===== config.mk =====
export PLATFORM = sky130hd
export DESIGN_NAME = addr_read_stream_flat
export DESIGN_NICKNAME = d
export VERILOG_FILES = /design/src/rtl/addr_read_stream_pkg.sv /design/src/rtl/addr_read_stream_if.sv /design/src/rtl/addr_read_stream_fifo.sv /design/src/rtl/addr_read_stream.sv /design/src/flat_wrapper.sv
export SDC_FILE = /design/constraint.sdc
export NUM_CORES = 1
export LEC_CHECK = 0
export CAP_MARGIN = 0
export CORE_ASPECT_RATIO = 0.6
export CORE_UTILIZATION = 57
export CTS_CLUSTER_DIAMETER = 60
export DETAILED_ROUTE_END_ITERATION = 12
export HOLD_SLACK_MARGIN = 0.15
export PLACE_DENSITY = 0.84
export SYNTH_ARGS = -nofsm -noshare
export SYNTH_HDL_FRONTEND = slang
export SYNTH_SLANG_ARGS = --single-unit

===== constraint.sdc =====
create_clock -name clock -period 6.9 [get_ports clock]
set_input_delay 1.725 -clock clock [delete_from_list [all_inputs] [get_ports clock]]
set_output_delay 1.725 -clock clock [all_outputs]
set_load 0.005 [all_outputs]

===== src/rtl/addr_read_stream_pkg.sv =====
// rtl/addr_read_stream_pkg.sv - shared types and sizing helpers for addr_read_stream
package addr_read_stream_pkg;

    typedef enum logic [1:0] {
        ST_IDLE  = 2'd0,
        ST_RUN   = 2'd1,
        ST_DRAIN = 2'd2
    } state_e;

    function automatic int ptr_width(input int depth);
        return (depth > 1) ? $clog2(depth) : 1;
    endfunction

    // FIFO entry is {last, data}: the last flag sits directly above the data bits
    function automatic int entry_width(input int data_width);
        return data_width + 1;
    endfunction

    function automatic int entry_last_bit(input int data_width);
        return data_width;
    endfunction

endpackage


===== src/rtl/addr_read_stream_if.sv =====
// rtl/addr_read_stream_if.sv - generator, RAM and output-stream signals of addr_read_stream
interface addr_read_stream_if #(
    parameter int bitwidth  = 5,
    parameter int DataWidth = 8
);
    logic                 gen_enable;
    logic [bitwidth-1:0]  in_address;
    logic                 in_nd;
    logic [bitwidth-1:0]  ram_addr;
    logic                 ram_re;
    logic [DataWidth-1:0] ram_rdata;
    logic [DataWidth-1:0] out_data;
    logic                 out_last;
    logic                 out_valid;
    logic                 out_ready;

    modport master (
        output gen_enable, ram_addr, ram_re, out_data, out_last, out_valid,
        input  in_address, in_nd, ram_rdata, out_ready
    );

    modport slave (
        input  gen_enable, ram_addr, ram_re, out_data, out_last, out_valid,
        output in_address, in_nd, ram_rdata, out_ready
    );
endinterface


===== src/rtl/addr_read_stream_fifo.sv =====
// rtl/addr_read_stream_fifo.sv - synchronous FIFO (stream_fifo), power-of-two depth
// Head data reads as zero while empty.
module stream_fifo
    import addr_read_stream_pkg::*;
#(
    parameter int Width = 9,
    parameter int Depth = 4
) (
    input  logic               clock,
    input  logic               reset,
    input  logic               push_i,
    input  logic [Width-1:0]   wdata_i,
    input  logic               pop_i,
    output logic [Width-1:0]   rdata_o,
    output logic [ptr_width(Depth):0] count_o,
    output logic               empty_o,
    output logic               full_o
);
    localparam int PW = ptr_width(Depth);

    logic [Width-1:0] mem_q [Depth];
    logic [PW-1:0]    wr_ptr_q;
    logic [PW-1:0]    rd_ptr_q;
    logic [PW:0]      count_q;

    always_ff @(posedge clock) begin
        if (push_i) begin
            mem_q[wr_ptr_q] <= wdata_i;
        end
    end

    always_ff @(posedge clock) begin
        if (reset) begin
            wr_ptr_q <= '0;
            rd_ptr_q <= '0;
            count_q  <= '0;
        end else begin
            if (push_i) wr_ptr_q <= wr_ptr_q + 1'b1;
            if (pop_i)  rd_ptr_q <= rd_ptr_q + 1'b1;
            case ({push_i, pop_i})
                2'b10:   count_q <= count_q + 1'b1;
                2'b01:   count_q <= count_q - 1'b1;
                default: count_q <= count_q;
            endcase
        end
    end

    assign empty_o = (count_q == '0);
    assign full_o  = (count_q == (PW+1)'(Depth));
    assign count_o = count_q;
    assign rdata_o = empty_o ? '0 : mem_q[rd_ptr_q];

endmodule


===== src/rtl/addr_read_stream.sv =====
// rtl/addr_read_stream.sv - one start pulse -> one frame of RAM reads streamed out through a FIFO
// Optional sequence checker: ADDR_READ_STREAM_ADDR_CHECK_EN.
module addr_read_stream
    import addr_read_stream_pkg::*;
#(
    parameter int MaxAddress = 20,
    parameter int bitwidth   = 5,
    parameter int DataWidth  = 8,
    parameter int FifoDepth  = 4
) (
    input  logic                clock,
    input  logic                reset,
    input  logic                start,
    addr_read_stream_if.master  bus,
    output logic                busy,
    output logic                frame_done,
    output logic                addr_err
);
    localparam int EW = entry_width(DataWidth);
    localparam int CW = ptr_width(FifoDepth) + 1;
    localparam logic [bitwidth:0]   MAX_L     = (bitwidth+1)'(MaxAddress);
    localparam logic [bitwidth-1:0] LAST_ADDR = bitwidth'(MaxAddress - 1);
    localparam logic [CW:0]         DEPTH_L   = (CW+1)'(FifoDepth);

    state_e            state_q, state_d;
    logic [bitwidth:0] issued_q, issued_d;
    logic              frame_done_q, frame_done_d;
    logic              rd_valid_q, rd_last_q;
    logic              gen_en;

    logic [EW-1:0] fifo_rdata;
    logic [CW-1:0] fifo_count;
    logic          fifo_empty, fifo_full, fifo_push, fifo_pop;
    logic [CW:0]   in_flight;

    // Words already committed: buffered, in the RAM stage, or on the generator output
    assign in_flight = {1'b0, fifo_count} + {{CW{1'b0}}, rd_valid_q} + {{CW{1'b0}}, bus.in_nd};

    always_comb begin
        state_d      = state_q;
        issued_d     = issued_q;
        frame_done_d = 1'b0;
        gen_en       = 1'b0;
        case (state_q)
            ST_IDLE: begin
                if (start) begin
                    state_d  = ST_RUN;
                    issued_d = '0;
                end
            end
            ST_RUN: begin
                gen_en = (issued_q < MAX_L) && (in_flight < DEPTH_L);
                if (gen_en) issued_d = issued_q + 1'b1;
                if (issued_q == MAX_L) state_d = ST_DRAIN;
            end
            ST_DRAIN: begin
                if (!bus.in_nd && !rd_valid_q && fifo_empty) begin
                    frame_done_d = 1'b1;
                    state_d      = ST_IDLE;
                end
            end
            default: state_d = ST_IDLE;
        endcase
    end

    always_ff @(posedge clock) begin
        if (reset) begin
            state_q      <= ST_IDLE;
            issued_q     <= '0;
            frame_done_q <= 1'b0;
            rd_valid_q   <= 1'b0;
            rd_last_q    <= 1'b0;
        end else begin
            state_q      <= state_d;
            issued_q     <= issued_d;
            frame_done_q <= frame_done_d;
            rd_valid_q   <= bus.in_nd;
            rd_last_q    <= (bus.in_address == LAST_ADDR);
        end
    end

    assign fifo_pop  = !fifo_empty && bus.out_ready;
    assign fifo_push = rd_valid_q && (!fifo_full || fifo_pop);

    stream_fifo #(
        .Width (EW),
        .Depth (FifoDepth)
    ) u_fifo (
        .clock   (clock),
        .reset   (reset),
        .push_i  (fifo_push),
        .wdata_i ({rd_last_q, bus.ram_rdata}),
        .pop_i   (fifo_pop),
        .rdata_o (fifo_rdata),
        .count_o (fifo_count),
        .empty_o (fifo_empty),
        .full_o  (fifo_full)
    );

    assign bus.gen_enable = gen_en;
    assign bus.ram_addr   = bus.in_address;
    assign bus.ram_re     = bus.in_nd;
    assign bus.out_valid  = !fifo_empty;
    assign bus.out_data   = fifo_rdata[DataWidth-1:0];
    assign bus.out_last   = fifo_rdata[entry_last_bit(DataWidth)];
    assign busy           = (state_q != ST_IDLE);
    assign frame_done     = frame_done_q;

`ifdef ADDR_READ_STREAM_ADDR_CHECK_EN
    logic [bitwidth-1:0] exp_addr_q;
    logic                addr_err_q;

    always_ff @(posedge clock) begin
        if (reset) begin
            exp_addr_q <= '0;
            addr_err_q <= 1'b0;
        end else begin
            if (state_q == ST_IDLE && start) begin
                exp_addr_q <= '0;
            end else if (bus.in_nd) begin
                exp_addr_q <= (exp_addr_q == LAST_ADDR) ? '0 : exp_addr_q + 1'b1;
            end
            if (bus.in_nd && (bus.in_address != exp_addr_q || state_q == ST_IDLE)) begin
                addr_err_q <= 1'b1;
            end
        end
    end

    assign addr_err = addr_err_q;
`else
    assign addr_err = 1'b0;
`endif

endmodule


===== src/flat_wrapper.sv =====
// flat-port wrapper written by rule: the top's interface ports become plain ports
module addr_read_stream_flat import addr_read_stream_pkg::*;
#(
    parameter int MaxAddress = 20,
    parameter int bitwidth   = 5,
    parameter int DataWidth  = 8,
    parameter int FifoDepth  = 4
)
  (clock, reset, start, busy, frame_done, addr_err, bus_gen_enable, bus_ram_addr, bus_ram_re, bus_out_data, bus_out_last, bus_out_valid, bus_in_address, bus_in_nd, bus_ram_rdata, bus_out_ready);
  addr_read_stream_if #(.bitwidth(bitwidth), .DataWidth(DataWidth)) bus_i ();
  input  logic clock;
  input  logic reset;
  input  logic start;
  output logic busy;
  output logic frame_done;
  output logic addr_err;
  output wire logic [$bits(bus_i.gen_enable)-1:0] bus_gen_enable;
  output wire logic [$bits(bus_i.ram_addr)-1:0] bus_ram_addr;
  output wire logic [$bits(bus_i.ram_re)-1:0] bus_ram_re;
  output wire logic [$bits(bus_i.out_data)-1:0] bus_out_data;
  output wire logic [$bits(bus_i.out_last)-1:0] bus_out_last;
  output wire logic [$bits(bus_i.out_valid)-1:0] bus_out_valid;
  input wire logic [$bits(bus_i.in_address)-1:0] bus_in_address;
  input wire logic [$bits(bus_i.in_nd)-1:0] bus_in_nd;
  input wire logic [$bits(bus_i.ram_rdata)-1:0] bus_ram_rdata;
  input wire logic [$bits(bus_i.out_ready)-1:0] bus_out_ready;
  assign bus_gen_enable = bus_i.gen_enable;
  assign bus_ram_addr = bus_i.ram_addr;
  assign bus_ram_re = bus_i.ram_re;
  assign bus_out_data = bus_i.out_data;
  assign bus_out_last = bus_i.out_last;
  assign bus_out_valid = bus_i.out_valid;
  assign bus_i.in_address = bus_in_address;
  assign bus_i.in_nd = bus_in_nd;
  assign bus_i.ram_rdata = bus_ram_rdata;
  assign bus_i.out_ready = bus_out_ready;
  addr_read_stream #(.MaxAddress(MaxAddress), .bitwidth(bitwidth), .DataWidth(DataWidth), .FifoDepth(FifoDepth)) u_core (.clock(clock), .reset(reset), .start(start), .bus(bus_i), .busy(busy), .frame_done(frame_done), .addr_err(addr_err));
endmodule

==> flow_metrics.py <==
metrics = {
    "status": {
        "run_status": "finished clean",
    },
    "layout": {
        "layout.cells.non_filler": 248,
        "finish.utilization_pct": 74.1,
        "nets": 227,
        "layout.area.seq_mm2": 0.00148,
        "fin_area_mm2": 0.00284,
        "drive_gt1_share_pct": 9.95,
        "fillers": 240,
        "antenna_cells_inserted": 0,
        "multi_input_area_um2": 788,
        "flow.area_growth_from_synthesis_pct": 18.6,
    },
    "clock_network": {
        "post_cts_resized": 0,
        "h-tree-depth": 2,
        "cts_sinks": 56,
        "cts_buffer_depth": 2,
        "tritoncts_clock_tree": "yes",
        "clk_transition_reported_paths_ps": 90,
        "post_cts_hold_buffer_count": 0,
        "clk-insertion-delay-late_ps": 300,
        "cts_setup_buffers": 0,
        "cts-root-buf": "sky130_fd_sc_hd__clkbuf_8",
        "tritoncts.num_buffers": 5,
    },
    "sta": {
        "worstMarginPinSlew_ps": 623,
        "timing.final.hold_violations": 0,
        "timing.setup.tns_ps": 0,
        "fin_crit_ps": 5240,
        "finalHoldWorstSlack_ps": 484,
        "final_max_slew_viol_count": 0,
        "finalSetupViolations": 0,
        "setup_repair_after_global_routing_missed_its_margin": "no",
        "slew_headroom_pct": 58.4,
        "timing.clock.skew_ps": 8.40,
        "fmax_ghz": 0.191,
        "setup_ws_ps": 1660,
        "final.period_utilization_pct": 76.0,
    },
    "placement": {
        "place_hpwl_um": 3390,
        "post-place-ws_ps": 1680,
        "gp_congestion": 0.828,
        "placement.io_buffers": 36,
        "numPlacedInstances": 240,
        "postPlaceCellArea_mm2": 0.00274,
    },
    "synthesis": {
        "synth_area_leader_cell": "sky130_fd_sc_hd__edfxtp_1",
        "synth.yosys.warnings": 0,
        "synth.yosys.seq_area_share_pct": 62.0,
        "synth.avg_cell_area_um2": 14.2,
        "syn-cell-area_mm2": 0.00239,
        "ys_ff_latch": 56,
        "synthFlopType": "sky130_fd_sc_hd__edfxtp_1",
        "syn_nets": 195,
        "syn_inst_count": 168,
        "edff_count_synth": 36,
        "synth.lib_cells_used.distinct": 33,
        "synth_top_area_share_pct": 45.2,
        "synth_common_cells": "sky130_fd_sc_hd__edfxtp_1, sky130_fd_sc_hd__dfxtp_1, sky130_fd_sc_hd__and2_1, sky130_fd_sc_hd__inv_1, sky130_fd_sc_hd__nor2_1",
        "synth.most_common_cell": "sky130_fd_sc_hd__edfxtp_1",
        "ys_top_cells_by_area": "sky130_fd_sc_hd__edfxtp_1, sky130_fd_sc_hd__dfxtp_1, sky130_fd_sc_hd__mux4_2",
        "share_of_synthesized_flip_flops_with_an_asynchronous_set_or_reset_pct": 0,
    },
    "critical_path": {
        "cp_max_fo": 7,
        "cp.arrival_ps": 3520,
        "crit_type": "in2out",
        "worstPathCellList": "clkdlybuf4s50_1, ha_1, a21oi_1, o211ai_4, inv_1, clkdlybuf4s50_1",
        "timing.critical_path.to_type": "primary output",
        "path_buf_inv": 3,
        "cp.required_ps": 5180,
        "slowest_delay_ps": 490,
        "cp_common_cell": "sky130_fd_sc_hd__clkdlybuf4s50_1",
        "critical_path.slowest_cell": "sky130_fd_sc_hd__clkdlybuf4s50_1",
        "crit_family": "buffers and inverters",
        "critPathLaunchType": "primary input",
    },
    "global_routing": {
        "largest_net_degree_at_the_start_of_global_routing": 17,
        "antenna_found_initial": 0,
        "aggregate_global_routing_overflow": 0,
        "wire_length_of_the_first_global_routing_pass_um": 7190,
        "grtUsageTotal_pct": 22.7,
        "first_global_vias": 1460,
    },
    "die": {
        "start_util_pct": 62.5,
        "design.die.area_mm2": 0.00447,
        "die_h_um": 52.2,
        "boundaryPins": 38,
        "fp.coreArea_mm2": 0.00383,
        "die_width_um": 85.6,
        "placementRows": 17,
    },
    "power_and_ir_drop": {
        "p_leak_nw": 0.967,
        "irDropWorstVdd_mv": 0.159,
        "fin_total_pwr_mw": 0.853,
        "power.density_mw_per_mm2": 301,
    },
    "hold_path": {
        "worstHoldPathType": "reg2reg",
    },
    "drt": {
        "drt-initial-drc-count": 92,
        "detail_route.first_pass.iterations": 4,
        "ant_nets": 0,
        "routed_wire_per_std_cell_um": 18.4,
        "drt_drc_violations_left": 0,
        "drt_wl_total_um": 4580,
        "vias": 1423,
        "via_per_inst": 5.74,
    },
    "flow_run": {
        "cap_viol_max_count": 0,
    },
}
## registers in the layout, summed over array words and instances (netlist names), named ones only
| name | flops |
|---|---|
| u_core.u_fifo.rd_ptr_q | 2 |
| u_core.rd_valid_q | 1 |
| u_core.u_fifo.wr_ptr_q | 2 |
| u_core.u_fifo.mem_q | 36 |
| u_core.state_q | 2 |
| u_core.frame_done | 1 |
| u_core.issued_q | 6 |
| u_core.rd_last_q | 1 |
| u_core.u_fifo.count_o | 3 |
## tightest hold or removal path: stages (launching register included)
cell,delay [ps]
sky130_fd_sc_hd__dfxtp_1,340
sky130_fd_sc_hd__inv_1,60
sky130_fd_sc_hd__a21oi_1,50
## final timing paths
check | endpoint | slack (ps) | cells after the start | start
hold reg to reg | u_core.issued_q[4] | 480 | 2 | u_core.issued_q[4]
hold / removal | u_core.issued_q[4] | 480 | 2 | u_core.issued_q[4]
setup / recovery | bus_gen_enable | 1660 | 6 | bus_in_nd
setup reg to reg | u_core.u_fifo.count_o[2] | 4460 | 9 | u_core.u_fifo.count_o[2]
## per-layer routing
metal / global-route usage [%] / wire, um / up-vias
met3: 5.67 / 220 / 8
met5: 0 / 0 / -
met1: 27.6 / 1910 / 709
li1: - / - / 655
met2: 40.8 / 2380 / 51
met4: 7.22 / 67 / 0
## report_power, final
part | switching, mW | internal (mW) | total (mW)
Sequential | 0.0344 | 0.379 | 0.413
Combinational | 0.105 | 0.156 | 0.260
Clock | 0.0981 | 0.0817 | 0.180
## cell families (layout without fill, tap and decap cells)
kind of cell               Yosys count  in the layout  synth area share [%]
AOI/OAI and AO/OA                   16             16                  4.55
xor gates and xnor gates             6              6                  2.20
adders and majority gates            9              9                  5.02
buffers and inverters               25             58                  5.08
DFF                                 56             56                  62.0
muxes                               11             11                  9.31
other                                1              1                 0.157
and+or+nand+nor                     44             44                  11.7
## layout by cell type (no fill, tap or decap), types with 2 or more instances in the layout
cell,instances
sky130_fd_sc_hd__mux4_2,9
sky130_fd_sc_hd__a21oi_1,7
sky130_fd_sc_hd__mux2i_1,2
sky130_fd_sc_hd__inv_1,14
sky130_fd_sc_hd__nand3b_1,2
sky130_fd_sc_hd__xor2_1,3
sky130_fd_sc_hd__clkbuf_8,6
sky130_fd_sc_hd__o21ai_0,5
sky130_fd_sc_hd__and2_1,14
sky130_fd_sc_hd__dfxtp_1,20
sky130_fd_sc_hd__or3_1,4
sky130_fd_sc_hd__ha_1,8
sky130_fd_sc_hd__clkdlybuf4s50_1,36
sky130_fd_sc_hd__xnor2_1,3
sky130_fd_sc_hd__edfxtp_1,36
sky130_fd_sc_hd__nand3_1,2
sky130_fd_sc_hd__nor2_1,13
## final cells by class
type,count,area share (%)
clock buffers,7,3.05
clock inverters,1,0.265
inverters,14,1.85
multi-input cells,87,27.8
flip-flops and latches,56,52.3
well taps,47,2.07
repair buffers,36,12.7
(Power assumes the default switching activity.)
